[src/rtl/add_n_parts_if.sv]
// add_n_parts_if: start/done handshake and operand/result bus
// for the sliced multi-cycle adder.
interface add_n_parts_if #(
  parameter int SIZE = 448
);
  logic            start;
  logic [SIZE-1:0] a;
  logic [SIZE-1:0] b;
  logic [SIZE:0]   result;
  logic            done;

  modport master (
    output start,
    output a,
    output b,
    input  result,
    input  done
  );

  modport slave (
    input  start,
    input  a,
    input  b,
    output result,
    output done
  );
endinterface

[src/rtl/add_n_parts.sv]
// add_n_parts: a + b over PARTS slices, one slice per clock.
// Option: ADD_N_PARTS_OPLATCH_EN latches a/b on the start edge.
module add_n_parts #(
  parameter int SIZE  = 448,
  parameter int PARTS = 4
) (
  input logic          clk,
  input logic          rst,
  add_n_parts_if.slave bus
);

  localparam int W  = SIZE / PARTS;
  localparam int IW = $clog2(PARTS);

  localparam logic [SIZE-1:0] SLICE_MASK =
    {{(SIZE-W){1'b0}}, {W{1'b1}}};

  localparam logic [IW-1:0] LAST_IDX = IW'(PARTS - 1);

  typedef enum logic {
    IDLE = 1'b0,
    RUN  = 1'b1
  } state_t;

  state_t          state_q, state_d;
  logic            done_q, done_d;
  logic [SIZE:0]   result_q, result_d;
  logic            carry_q, carry_d;
  logic [IW-1:0]   idx_q, idx_d;
  logic [SIZE-1:0] sum_q, sum_d;

  logic [SIZE-1:0] src_a;
  logic [SIZE-1:0] src_b;
  logic [IW-1:0]   cur_idx;
  logic            cin;
  logic [31:0]     base;
  logic [SIZE-1:0] sh_a;
  logic [SIZE-1:0] sh_b;
  logic [W-1:0]    a_sl;
  logic [W-1:0]    b_sl;
  logic [W-1:0]    s_sl;
  logic            c_out;
  logic [SIZE-1:0] sum_ins;

`ifdef ADD_N_PARTS_OPLATCH_EN
  logic [SIZE-1:0] opa_q, opa_d;
  logic [SIZE-1:0] opb_q, opb_d;

  // Slice 0 reads the live bus; later slices read the latched copy.
  always_comb begin
    src_a = (state_q == IDLE) ? bus.a : opa_q;
    src_b = (state_q == IDLE) ? bus.b : opb_q;
  end

  // Operand capture on the accepting start edge.
  always_comb begin
    opa_d = opa_q;
    opb_d = opb_q;
    if (state_q == IDLE && bus.start) begin
      opa_d = bus.a;
      opb_d = bus.b;
    end
  end

  // Operand registers.
  always_ff @(posedge clk) begin
    if (rst) begin
      opa_q <= '0;
      opb_q <= '0;
    end else begin
      opa_q <= opa_d;
      opb_q <= opb_d;
    end
  end
`else
  // Without latching, every slice reads the caller's operands.
  always_comb begin
    src_a = bus.a;
    src_b = bus.b;
  end
`endif

  // Slice select and W-bit add with carry from the previous slice.
  always_comb begin
    cur_idx = (state_q == IDLE) ? '0 : idx_q;
    cin     = (state_q == IDLE) ? 1'b0 : carry_q;
    base    = 32'(cur_idx) * 32'(W);
    sh_a    = src_a >> base;
    sh_b    = src_b >> base;
    a_sl    = sh_a[W-1:0];
    b_sl    = sh_b[W-1:0];
    {c_out, s_sl} = {1'b0, a_sl} + {1'b0, b_sl}
                  + {{W{1'b0}}, cin};
    sum_ins = (sum_q & ~(SLICE_MASK << base))
            | (SIZE'(s_sl) << base);
  end

  // Next-state and output logic of the slice sequencer.
  always_comb begin
    state_d  = state_q;
    done_d   = done_q;
    result_d = result_q;
    carry_d  = carry_q;
    idx_d    = idx_q;
    sum_d    = sum_q;
    unique case (state_q)
      IDLE: begin
        if (bus.start) begin
          sum_d   = sum_ins;
          carry_d = c_out;
          idx_d   = IW'(1);
          done_d  = 1'b0;
          state_d = RUN;
        end
      end
      RUN: begin
        sum_d   = sum_ins;
        carry_d = c_out;
        idx_d   = idx_q + IW'(1);
        if (idx_q == LAST_IDX) begin
          result_d = {c_out, sum_ins};
          done_d   = 1'b1;
          idx_d    = '0;
          state_d  = IDLE;
        end
      end
      default: begin
        state_d = IDLE;
      end
    endcase
  end

  // State register with synchronous reset.
  always_ff @(posedge clk) begin
    if (rst) begin
      state_q  <= IDLE;
      done_q   <= 1'b1;
      result_q <= '0;
      carry_q  <= 1'b0;
      idx_q    <= '0;
      sum_q    <= '0;
    end else begin
      state_q  <= state_d;
      done_q   <= done_d;
      result_q <= result_d;
      carry_q  <= carry_d;
      idx_q    <= idx_d;
      sum_q    <= sum_d;
    end
  end

  assign bus.result = result_q;
  assign bus.done   = done_q;

endmodule
[src/flat_wrapper.sv]
// flat-port wrapper written by rule: the top's interface ports become plain ports
module add_n_parts_flat 
#(
  parameter int SIZE  = 448,
  parameter int PARTS = 4
)
  (clk, rst, bus_start, bus_a, bus_b, bus_result, bus_done);
  add_n_parts_if #(.SIZE(SIZE)) bus_i ();
  input logic clk;
  input logic rst;
  input wire logic [$bits(bus_i.start)-1:0] bus_start;
  input wire logic [$bits(bus_i.a)-1:0] bus_a;
  input wire logic [$bits(bus_i.b)-1:0] bus_b;
  output wire logic [$bits(bus_i.result)-1:0] bus_result;
  output wire logic [$bits(bus_i.done)-1:0] bus_done;
  assign bus_i.start = bus_start;
  assign bus_i.a = bus_a;
  assign bus_i.b = bus_b;
  assign bus_result = bus_i.result;
  assign bus_done = bus_i.done;
  add_n_parts #(.SIZE(SIZE), .PARTS(PARTS)) u_core (.clk(clk), .rst(rst), .bus(bus_i));
endmodule
[config.mk]
export PLATFORM = sky130hd
export DESIGN_NAME = add_n_parts_flat
export DESIGN_NICKNAME = d
export VERILOG_FILES = /design/src/rtl/add_n_parts_if.sv /design/src/rtl/add_n_parts.sv /design/src/flat_wrapper.sv
export SDC_FILE = /design/constraint.sdc
export NUM_CORES = 2
export LEC_CHECK = 0
export ABC_CLOCK_PERIOD_IN_PS = 13800
export BUFFER_PORTS_ARGS = -buffer_cell sky130_fd_sc_hd__buf_4
export CELL_PAD_IN_SITES_DETAIL_PLACEMENT = 0
export CELL_PAD_IN_SITES_GLOBAL_PLACEMENT = 1
export CORE_AREA = 2 2 525 527
export CTS_CLUSTER_DIAMETER = 40
export CTS_CLUSTER_SIZE = 14
export DETAILED_ROUTE_END_ITERATION = 10
export DIE_AREA = 0 0 527 529
export HOLD_SLACK_MARGIN = 0.06
export PLACE_DENSITY = 0.58
export SYNTH_ARGS = -nofsm -noshare
export SYNTH_HDL_FRONTEND = slang
export SYNTH_SLANG_ARGS = --single-unit
[constraint.sdc]
create_clock -name clk -period 13.8 [get_ports clk]
set_clock_uncertainty 0.05 [all_clocks]
set_input_delay 0.69 -clock clk [delete_from_list [all_inputs] [get_ports clk]]
set_output_delay 0.69 -clock clk [all_outputs]
set_load 0.1 [all_outputs]
==> summary.md <==
| Metric | Value |
|---|---|
| Status | `complete, but fails checks` |
| Failing checks | `capacitance limit, slew limit` |
| RePlAce Congestion | `1.06` |
| Maximum VDD drop | `0.0809 mV` |
| CTS Hold Bufs | `0` |
| DR WL/cell | `slightly below 40 um` |
| Aggregate global-route resource usage | `33.1%` |
| Seq/Total Area, Yosys | `32.1%` |
| Nets | `slightly below 10000` |
| Worst Hold Launch | `rst` |
| Max FO, Critical Path | `113` |
| Commonest cells post-synth | `nand2_1 (1091), dfxtp_1 (902), nor2_1 (716)` |
| # rows | `~190` |
| Initial antenna violation count | `85` |
| Synth unique cells | `120` |
| CTS tree | `built` |
| R2r worst-path depth | `18` |
| Die outline area | `~280000 um^2` |
| Vias/cell | `~5.8` |
| Crit-path slowest cell | `o2bb2ai_1` |
| Sw Pwr | `between 5000 and 6000 uW` |
| Largest net degree at the start of global routing | `roughly 250` |
| Top cell type's share of synthesized area | `about a third` |
| Top_reg_cell synth | `dfxtp_1` |
| Initial DRC count | `9041` |
| GRT overflow | `0` |
| Synth async-reset ratio | `0%` |
| Slew headroom | `-1.32%` |
| Setup TNS | `0 ns` |
| Clock Power Share | `34.8%` |
| Cells after Synth | `7461` |
| Internal power | `6680 uW` |
| Synth Area in Compound Gates | `36.0%` |
| First-pass GRT wire length | `630000 um` |
| Most used cell, CP | `buf_4` |
| Largest family of logic cells by synthesized area | `compound AO/OA/AOI/OAI gates` |
| Final Slew Violations | `6` |
| ANT nets after route | `0` |
| H-tree Lvls | `4` |
| Clock transition at path regs | `0.06 ns` |
| Die height | `between 500 and 600 um` |
| Mean Syn Cell Area | `around 7.5 um^2` |
| Tmin final | `between 10 and 15 ns` |
| Post-synth EDFFs | `0` |
| Drt drc | `0` |
| Post-synthesis simple-gate area fraction | `between 20% and 30%` |
| Worst setup EP type | `flip-flop` |
| CP Launch Type | `flip-flop` |
| Yosys top cell by area | `dfxtp_1` |
| Final WL | `484000 um` |
| Worst setup path class | `flip-flop to flip-flop` |
| WP data arrival | `10.72 ns` |
| Period utilization | `73.0%` |
| CTS buffer count | `166` |
| Sequential share of power | `23.2%` |
| Root Driver | `clkbuf_16` |
| Die width | `527 um` |
| 1st-pass router iterations | `9` |
| Mux contribution to synthesized area | `2.19%` |
| Hold Slack | `0.180 ns` |
| Hold endpoint | `u_core.bus.result[247]$_SDFFE_PP0P_` |
| Cell Pwr Density | `158 nW/um^2` |
| MaxCap Viol Count | `3` |
| Xor/xnor share of the synthesized area | `between 1 and 1.5%` |
| Cell Count, Final, Fillers Out | `12353` |
| Sw Ratio | `44.9%` |
| Worst path top cell family by delay | `simple AND/OR/NAND/NOR gates` |
| Synth top area cells | `dfxtp_1 (32%), nand2_1 (7.3%), a211oi_1 (6.5%)` |
| Worst Hold Depth | `2` |
| Fin worst setup slack | `~3.7 ns` |
| Crit-path cells | `buf_12 > buf_4 > buf_4 > nor2b_1 > a211oi_1 > a31oi_1 > ha_1 > nand4_1 > or2_2 > nor3_1 > and2_1 > a221oi_1 > o211ai_1 > or3_1 > nand2_1 > o2bb2ai_1 > mux2i_1 > o21ai_0` |
| Capture point of the worst reg-to-reg path | `u_core.sum_q[382]$_SDFFE_PP0P_` |
| Combinational power share | `roughly two fifths` |
| Critical Path RT | `14.44 ns` |
| Most instantiated library cell after synthesis | `nand2_1` |
| Core ar. | `273000 um^2` |
| Max stage delay on crit path | `1.35 ns` |
| Vias in the first global route | `66638` |
| Buffers & Inverters on Critical Path | `3` |
| Synthesized cell area | `56200 um^2` |
| Maximum clock frequency | `~99 MHz` |
| Post-CTS Setup Repair Bufs | `0` |
| Starting Density | `between 20% and 30%` |
| Via count | `71046` |
| Clock Latency Late Sink | `approximately 0.8 ns` |
| Pre-CTS WS | `4.35 ns` |
| Layout cells sized above 1 | `24.3%` |
| CTS Sinks | `902` |
| Final hold violations | `0` |
| DP Cell Count | `between 10000 and 15000` |
| RSZ-0062 raised after global routing | `false` |
| Worst R2R Start | `u_core.idx_q[0]$_SDFFE_PP0P_` |
| Synth Register Bits | `about 900` |
| Adder-Cell Fraction of Synth Area | `2.70%` |
| Post-synth net total | `8480` |
| Min-Delay Path Class | `input pin to flip-flop` |
| Lkg Pwr | `0.0297 uW` |
| Clk buf depth | `3` |
| Synthesis-to-layout area growth | `36.5%` |
| Slew @ Worst Pin | `1.52 ns` |
| Power after layout | `12100 uW` |
| Fillers | `30053` |
| Final setup fails | `0` |
| I/O pins | `1349` |
| HPWL Detailed | `378000 um` |
| Port buffer count | `around 1300` |
| Synth warn | `0` |
| Post-CTS sizing | `0` |
| R2r setup slk | `3.72 ns` |
-- registers in the layout (all words and copies together), names as in the netlist --
register and flops:
u_core.bus.done 1, u_core.bus.result 449, u_core.carry_q 1, u_core.idx_q 2, u_core.state_q 1, u_core.sum_q 448
-- layout make-up --
type,instances,area [um^2],share of cell area [%]
Antenna cell,46,115,0.150
Timing Repair Buffer,1609,12200,15.9
Sequential cell,902,18100,23.6
Multi-Input combinational cell,5833,35800,46.7
Tap cell,3589,4490,5.86
Inverter,73,293,0.382
Clock buffer,233,4820,6.29
Clock inverter,68,935,1.22
-- per-stage QoR --
step,instance area (um^2),util (%)
after floorplan,56200,-
after global placement,70800,25.9
after detailed placement,70800,25.9
after CTS,76600,28.1
after global routing,76600,28.1
final,76700,28.1
-- metal layers --
| metal | wire [um] | GRT usage [%] | vias to the layer above |
|---|---|---|---|
| li1 | - | - | 30440 |
| met3 | 48900 | 10.4 | 945 |
| met2 | 212000 | 51.3 | 4438 |
| met4 | 31400 | 18.7 | 40 |
| met5 | 264 | 0 | - |
| met1 | 191000 | 40.2 | 35183 |
-- worst reg2reg max path, stage by stage (launching register included) --
cell and delay, ns:
dfxtp_4 0.57, buf_12 0.35, buf_4 1.00, buf_4 0.71, nor2b_1 0.13, a211oi_1 0.28
a31oi_1 0.08, ha_1 0.81, nand4_1 0.44, or2_2 0.44, nor3_1 1.01, and2_1 0.45
a221oi_1 0.14, o211ai_1 0.29, or3_1 0.21, nand2_1 0.49, o2bb2ai_1 1.36, mux2i_1 0.77
o21ai_0 0.37
-- worst max path at each step --
stage / start / end / cells after the start / slack (ns)
global placement: u_core.idx_q[0]$_SDFFE_PP0P_ / u_core.bus.result[254]$_SDFFE_PP0P_ / 18 / 4.12
CTS: u_core.idx_q[0]$_SDFFE_PP0P_ / u_core.sum_q[382]$_SDFFE_PP0P_ / 17 / 4.33
global route: u_core.idx_q[0]$_SDFFE_PP0P_ / u_core.sum_q[382]$_SDFFE_PP0P_ / 18 / 3.76
finish: u_core.idx_q[0]$_SDFFE_PP0P_ / u_core.sum_q[382]$_SDFFE_PP0P_ / 18 / 3.72
floorplan: u_core.idx_q[0]$_SDFFE_PP0P_ / u_core.bus.result[288]$_SDFFE_PP0P_ / 25 / 7.35
detailed placement: u_core.state_q$_SDFF_PP0_ / u_core.sum_q[382]$_SDFFE_PP0P_ / 18 / 4.35
-- power by group through the flow --
stage | Combinational, uW | Clock, uW | Sequential [uW]
6_report | 5090 | 4220 | 2810
3_3_place_gp | 4790 | 0 | 2860
5_1_grt | 5070 | 4360 | 2820
2_1_floorplan | 1960 | 0 | 2900
3_5_place_dp | 4800 | 0 | 2860
4_1_cts | 4810 | 4240 | 2810
-- cell families after synthesis --
family | after synthesis
adders and majority gates | 120
and+or+nand+nor | 2591
DFF | 902
buffers and inverters | 726
xor gates and xnor gates | 79
AOI/OAI and AO/OA | 2940
muxes | 103
-- layout by cell type (no fill, tap or decap), types with 64 or more instances in the layout --
cell type	n
a22oi_1	318
nand2_1	1083
inv_1	65
a31oi_1	256
a222oi_1	67
a211oi_1	479
a221oi_1	79
a21oi_1	408
buf_4	1601
nor2_1	693
nand4_1	86
nor2b_1	235
dfxtp_1	901
o21ai_0	589
clkbuf_16	170
o22ai_1	64
ha_1	115
nand3_1	76
nor3_1	159
o221ai_1	71
Power figures use the tool's default switching activity.
